File: config.mk
export PLATFORM = sky130hd
export DESIGN_NAME = dst_data_fifo
export DESIGN_NICKNAME = d
export VERILOG_FILES = /design/src/rtl/dst_data_fifo.sv
export SDC_FILE = /design/constraint.sdc
export NUM_CORES = 1
export LEC_CHECK = 0
export ABC_AREA = 1
export CAP_MARGIN = 20
export CORE_MARGIN = 3
export CORE_UTILIZATION = 35
export DETAILED_ROUTE_END_ITERATION = 16
export DONT_BUFFER_PORTS = 1
export GPL_TIMING_DRIVEN = 0
export MAX_ROUTING_LAYER = met4
export REMOVE_ABC_BUFFERS = 1
export SYNTH_ARGS = -nofsm -noshare
export SYNTH_HDL_FRONTEND = slang
export SYNTH_SLANG_ARGS = --single-unit
File: constraint.sdc
create_clock -name MasterClock -period 5.2 [get_ports MasterClock]
set_clock_uncertainty 0.1 [all_clocks]
set_input_delay 0.78 -clock MasterClock [delete_from_list [all_inputs] [get_ports MasterClock]]
set_output_delay 0.78 -clock MasterClock [all_outputs]
set_load 0.05 [all_outputs]
File: src/rtl/dst_data_fifo.sv
`default_nettype none
// ============================================================================
// Module   : dst_data_fifo
// Purpose  : Destination data buffer for the blitter read-modify-write path.
//            Builds WIDTH-bit words from successive 8-bit ID bus loads
//            (little-endian, lane 0 first), queues them in a DEPTH-entry
//            FIFO and presents the head word to the ALU/write stage.
// Ports    : MasterClock  - system clock, all state on rising edge
//            RESET        - synchronous active-high reset
//            LDDSTL       - active-low byte load strobe (one byte per low cycle)
//            ID           - internal data bus byte
//            FLUSH        - synchronous clear of FIFO, assembly and overrun
//            DSTD_POP     - consume head word
//            DSTD         - head word
//            DSTD_VALID   - FIFO non-empty
//            DSTD_FULL    - FIFO holds DEPTH words
//            DSTD_LEVEL   - number of stored words
//            DSTD_OVERRUN - sticky, a completed word was dropped
// Options  : DSTD_HOLD_EN - when defined, DSTD holds the last popped word while
//            the FIFO is empty (cleared by RESET only); otherwise DSTD is 0.
// Revision : 1.0 - initial release
// ============================================================================
module dst_data_fifo #(
  parameter int WIDTH = 16,
  parameter int DEPTH = 4
) (
  input  logic                       MasterClock,
  input  logic                       RESET,
  input  logic                       LDDSTL,
  input  logic [7:0]                 ID,
  input  logic                       FLUSH,
  input  logic                       DSTD_POP,
  output logic [WIDTH-1:0]           DSTD,
  output logic                       DSTD_VALID,
  output logic                       DSTD_FULL,
  output logic [$clog2(DEPTH+1)-1:0] DSTD_LEVEL,
  output logic                       DSTD_OVERRUN
);

  localparam int BYTES = WIDTH / 8;
  localparam int BW    = (BYTES > 1) ? $clog2(BYTES) : 1;
  localparam int AW    = $clog2(DEPTH);
  localparam int LW    = $clog2(DEPTH + 1);
  localparam logic [BW-1:0] LAST_LANE = BW'(BYTES - 1);
  localparam logic [LW-1:0] LVL_FULL  = LW'(DEPTH);

  logic [WIDTH-1:0] mem [DEPTH];
  logic [AW-1:0]    wr_ptr;
  logic [AW-1:0]    rd_ptr;
  logic [LW-1:0]    level;
  logic [LW-1:0]    level_next;
  logic [BW-1:0]    bcnt;
  logic [WIDTH-1:0] asm_word;
  logic [WIDTH-1:0] word;
  logic [WIDTH-1:0] idle_word;
  logic             overrun;

  logic load;
  logic push_req;
  logic push_ok;
  logic pop_ok;

  assign load     = ~LDDSTL;
  assign push_req = load && (bcnt == LAST_LANE);
  // Pop only counts when something is stored at cycle start; a pop on a full
  // FIFO frees the slot that a simultaneous completing load then fills.
  assign pop_ok   = DSTD_POP && (level != '0);
  assign push_ok  = push_req && ((level != LVL_FULL) || pop_ok);

  // Assembly register with the current byte merged in: this is both the next
  // assembly value and, on the last lane, the completed word pushed this edge.
  always_comb begin
    word = asm_word;
    word[int'(bcnt)*8 +: 8] = ID;
  end

  always_comb begin
    level_next = level;
    if (push_ok && !pop_ok) begin
      level_next = level + LW'(1);
    end else if (!push_ok && pop_ok) begin
      level_next = level - LW'(1);
    end
  end

  always_ff @(posedge MasterClock) begin
    if (RESET || FLUSH) begin
      wr_ptr   <= '0;
      rd_ptr   <= '0;
      level    <= '0;
      bcnt     <= '0;
      asm_word <= '0;
      overrun  <= 1'b0;
    end else begin
      if (load) begin
        asm_word <= word;
        bcnt     <= (bcnt == LAST_LANE) ? '0 : bcnt + BW'(1);
      end
      if (push_ok) begin
        wr_ptr <= wr_ptr + AW'(1);
      end
      if (pop_ok) begin
        rd_ptr <= rd_ptr + AW'(1);
      end
      level <= level_next;
      if (push_req && !push_ok) begin
        overrun <= 1'b1;
      end
    end
  end

  // Storage array is not reset; entries are only observable once written.
  always_ff @(posedge MasterClock) begin
    if (!RESET && !FLUSH && push_ok) begin
      mem[wr_ptr] <= word;
    end
  end

`ifdef DSTD_HOLD_EN
  logic [WIDTH-1:0] hold_word;

  // FLUSH deliberately leaves the hold value alone; it still blocks the pop.
  always_ff @(posedge MasterClock) begin
    if (RESET) begin
      hold_word <= '0;
    end else if (!FLUSH && pop_ok) begin
      hold_word <= mem[rd_ptr];
    end
  end

  assign idle_word = hold_word;
`else
  assign idle_word = '0;
`endif

  assign DSTD_VALID   = (level != '0);
  assign DSTD_FULL    = (level == LVL_FULL);
  assign DSTD_LEVEL   = level;
  assign DSTD_OVERRUN = overrun;
  assign DSTD         = DSTD_VALID ? mem[rd_ptr] : idle_word;

endmodule
`default_nettype wire

==> impl_metrics.ini <==
[critical_path]
slowest_stage = a21oi_1
arrival_ns = 3.04
worstPathMaxFanout = 16
cpPeakStageDelay_ns = 0.93
worstPathRequired_ns = 4.32
crit_chain = nor2_1, nand2_1, inv_2, a21oi_1
timing_worst_setup_path_type = reg -> out
cpLargestDelayFamily = compound AO/OA/AOI/OAI gates
path_buf_inv = 1
end_kind = output pin
cp-start-kind = register

[logic_synthesis]
yosysSeqAreaShare_pct = 64.3
syn_avg_cell_area_um2 = 10.0
yosys_warnings = 0
synth_area_um2 = 3830
ys_types = 22
syn_inst = 382
ys_seq_elements = 91

[die]
core_um2 = 10500
fp.dieArea_um2 = 12200
die_h_um = 111
fp-row-count = 37
io_pins = 35
initial_utilization_pct = 36.6
chipWidth_um = 111

[placed_design]
port_buffers = 0
postPlaceCellArea_um2 = 3980
dp.cells = 508
globalplace.congestion = 0.740
hpwlAfterDp_mm = 5.19

[global_routing]
grtUsageTotal_pct = 13.7
grt_max_degree = 34
grt_pass1_wl_mm = 12.7
grt.overflow.total = 0
antenna_found_initial = 0
grt_pass1_vias = 2450

[clock_tree]
cts_root_buf = clkbuf_8
cts_buffer_depth = 2
post-cts-setup-buffer-count = 0
cts_buffers = 9
cts_tree = yes
hold_buffers = 0
clkTransAtPathRegs_ns = 0.09
htree_levels = 3
clock_latency_ns = 0.36
clock-sinks = 91
ctsResizeCount = 0

[sta]
rsz0062_at_grt = no
slew_headroom_pct = 26.2
fmax_mhz = 255
post-route-min-period_ns = 3.92
hold_viol = 0
post-route-period-util_pct = 75.4
whs_ns = 0.372
fin_setup_tns_ns = 0
worstMarginPinSlew_ns = 1.11
final-max-slew-violation-count = 0
setup_violations = 0

[finish]
nFillCells = 1043
nNetsFinal = 402
post_layout_nonfiller_instances = 524
stdcell_area_um2 = 4160
syn_to_final_growth_pct = 8.73
drive_above_1_share_pct = 9.28
antenna_cells = 0
final_cell_mix = nor2_1, edfxtp_1, o21ai_0
mostFrequentLayoutCell = nor2_1

[hold_path]
min_path_type = reg -> reg

[power_and_ir_drop]
peakVddDrop_uv = 108
power_density_nw_per_um2 = 318
total_power_uw = 1320
leakage_uw = 0.00148

[run]
drv_cap = 0

[detailed_routing]
first_iter_violations = 156
drc_errors = 0
final_antenna_net_count = 0
wirelength_mm = 7.96
vias_per_cell = 4.87
vias = 2552
drt-pass1-iter-count = 4
post_drt_wl_per_cell_um = 15.2

[status]
outcome = completed
-- final cells by class --
type	count	area, um^2	area share [%]
Sequential cell	91	2460	59.2
Multi-Input combinational cell	230	1090	26.2
Timing Repair Buffer	6	87.6	2.10
Inverter	45	169	4.06
Tap cell	136	170	4.09
Clock buffer	9	124	2.98
Clock inverter	7	57.6	1.38
-- state kept, by name, summed over array words and instances (netlist names), named ones only --
register      flops
mem              64
rd_ptr            2
bcnt              1
DSTD_OVERRUN      1
wr_ptr            2
DSTD_LEVEL        3
asm_word         16
-- per-stage QoR --
| stage | util, % | setup slack [ns] |
|---|---|---|
| after global placement | 37.1 | 1.59 |
| final | 39.8 | 1.28 |
| after global routing | 39.8 | 1.03 |
| after detailed placement | 38.1 | 1.59 |
| after CTS | 39.8 | 1.17 |
| after floorplan | - | 2.02 |
-- report_power, final --
part	switching, uW	internal [uW]	total (uW)
Clock	264	179	443
Combinational	73.5	16.5	90.0
Sequential	10.6	780	791
Total	348	976	1320
-- layer usage --
layer / wire length (um) / track usage, %
met1: 3440 / 15.5
met3: 346 / 3.78
met5: 0 / -
met2: 4030 / 22.9
met4: 138 / 5.99
-- cell families after synthesis --
kind of cell             after synthesis  share of synthesized area, %
adder cells (fa/ha/maj)                6                          2.16
AND/OR/NAND/NOR                      134                          13.9
buffers and inverters                 61                          7.42
AO/OA/AOI/OAI                         89                          12.0
XOR/XNOR                               1                         0.229
flip-flops                            91                          64.3
-- worst reg2reg max path: cells and delay by family, from the launching register on --
family / cells / cell delay (ns)
simple gates: 4 / 0.95
fa+ha+maj: 2 / 0.68
buf+inv: 1 / 0.09
compound gates: 1 / 0.05
flops: 1 / 0.76
-- path summary, 6_finish.rpt --
path                  from       endpoint  depth (start not counted)  slack [ns]
max          DSTD_LEVEL[0]        DSTD[0]                          4        1.28
min            asm_word[9]    asm_word[9]                          2        0.37
max reg2reg  DSTD_LEVEL[0]  DSTD_LEVEL[1]                          8        2.46
min reg2reg    asm_word[9]    asm_word[9]                          2        0.37
-- synthesized netlist by cell type --
master    instances  area share [%]
o21ai_2           1            0.23
dfxtp_1          27              14
nor3_1            1            0.13
nand2_1          33             3.2
nor2_4            2            0.59
buf_6             4             1.2
fa_1              1            0.52
nand2_2           2            0.33
nor2_1           90             8.8
ha_1              5             1.6
buf_4             4            0.78
buf_2             5            0.65
nand3_1           6            0.78
clkbuf_2          3            0.39
edfxtp_1         64              50
inv_1            40             3.9
o21ai_1           7            0.91
xor2_1            1            0.23
o21ai_0          50             6.5
inv_2             5            0.49
o22ai_1           8             1.3
a21oi_1          23             3.0
No activity file was read; power rests on OpenSTA's default activity.
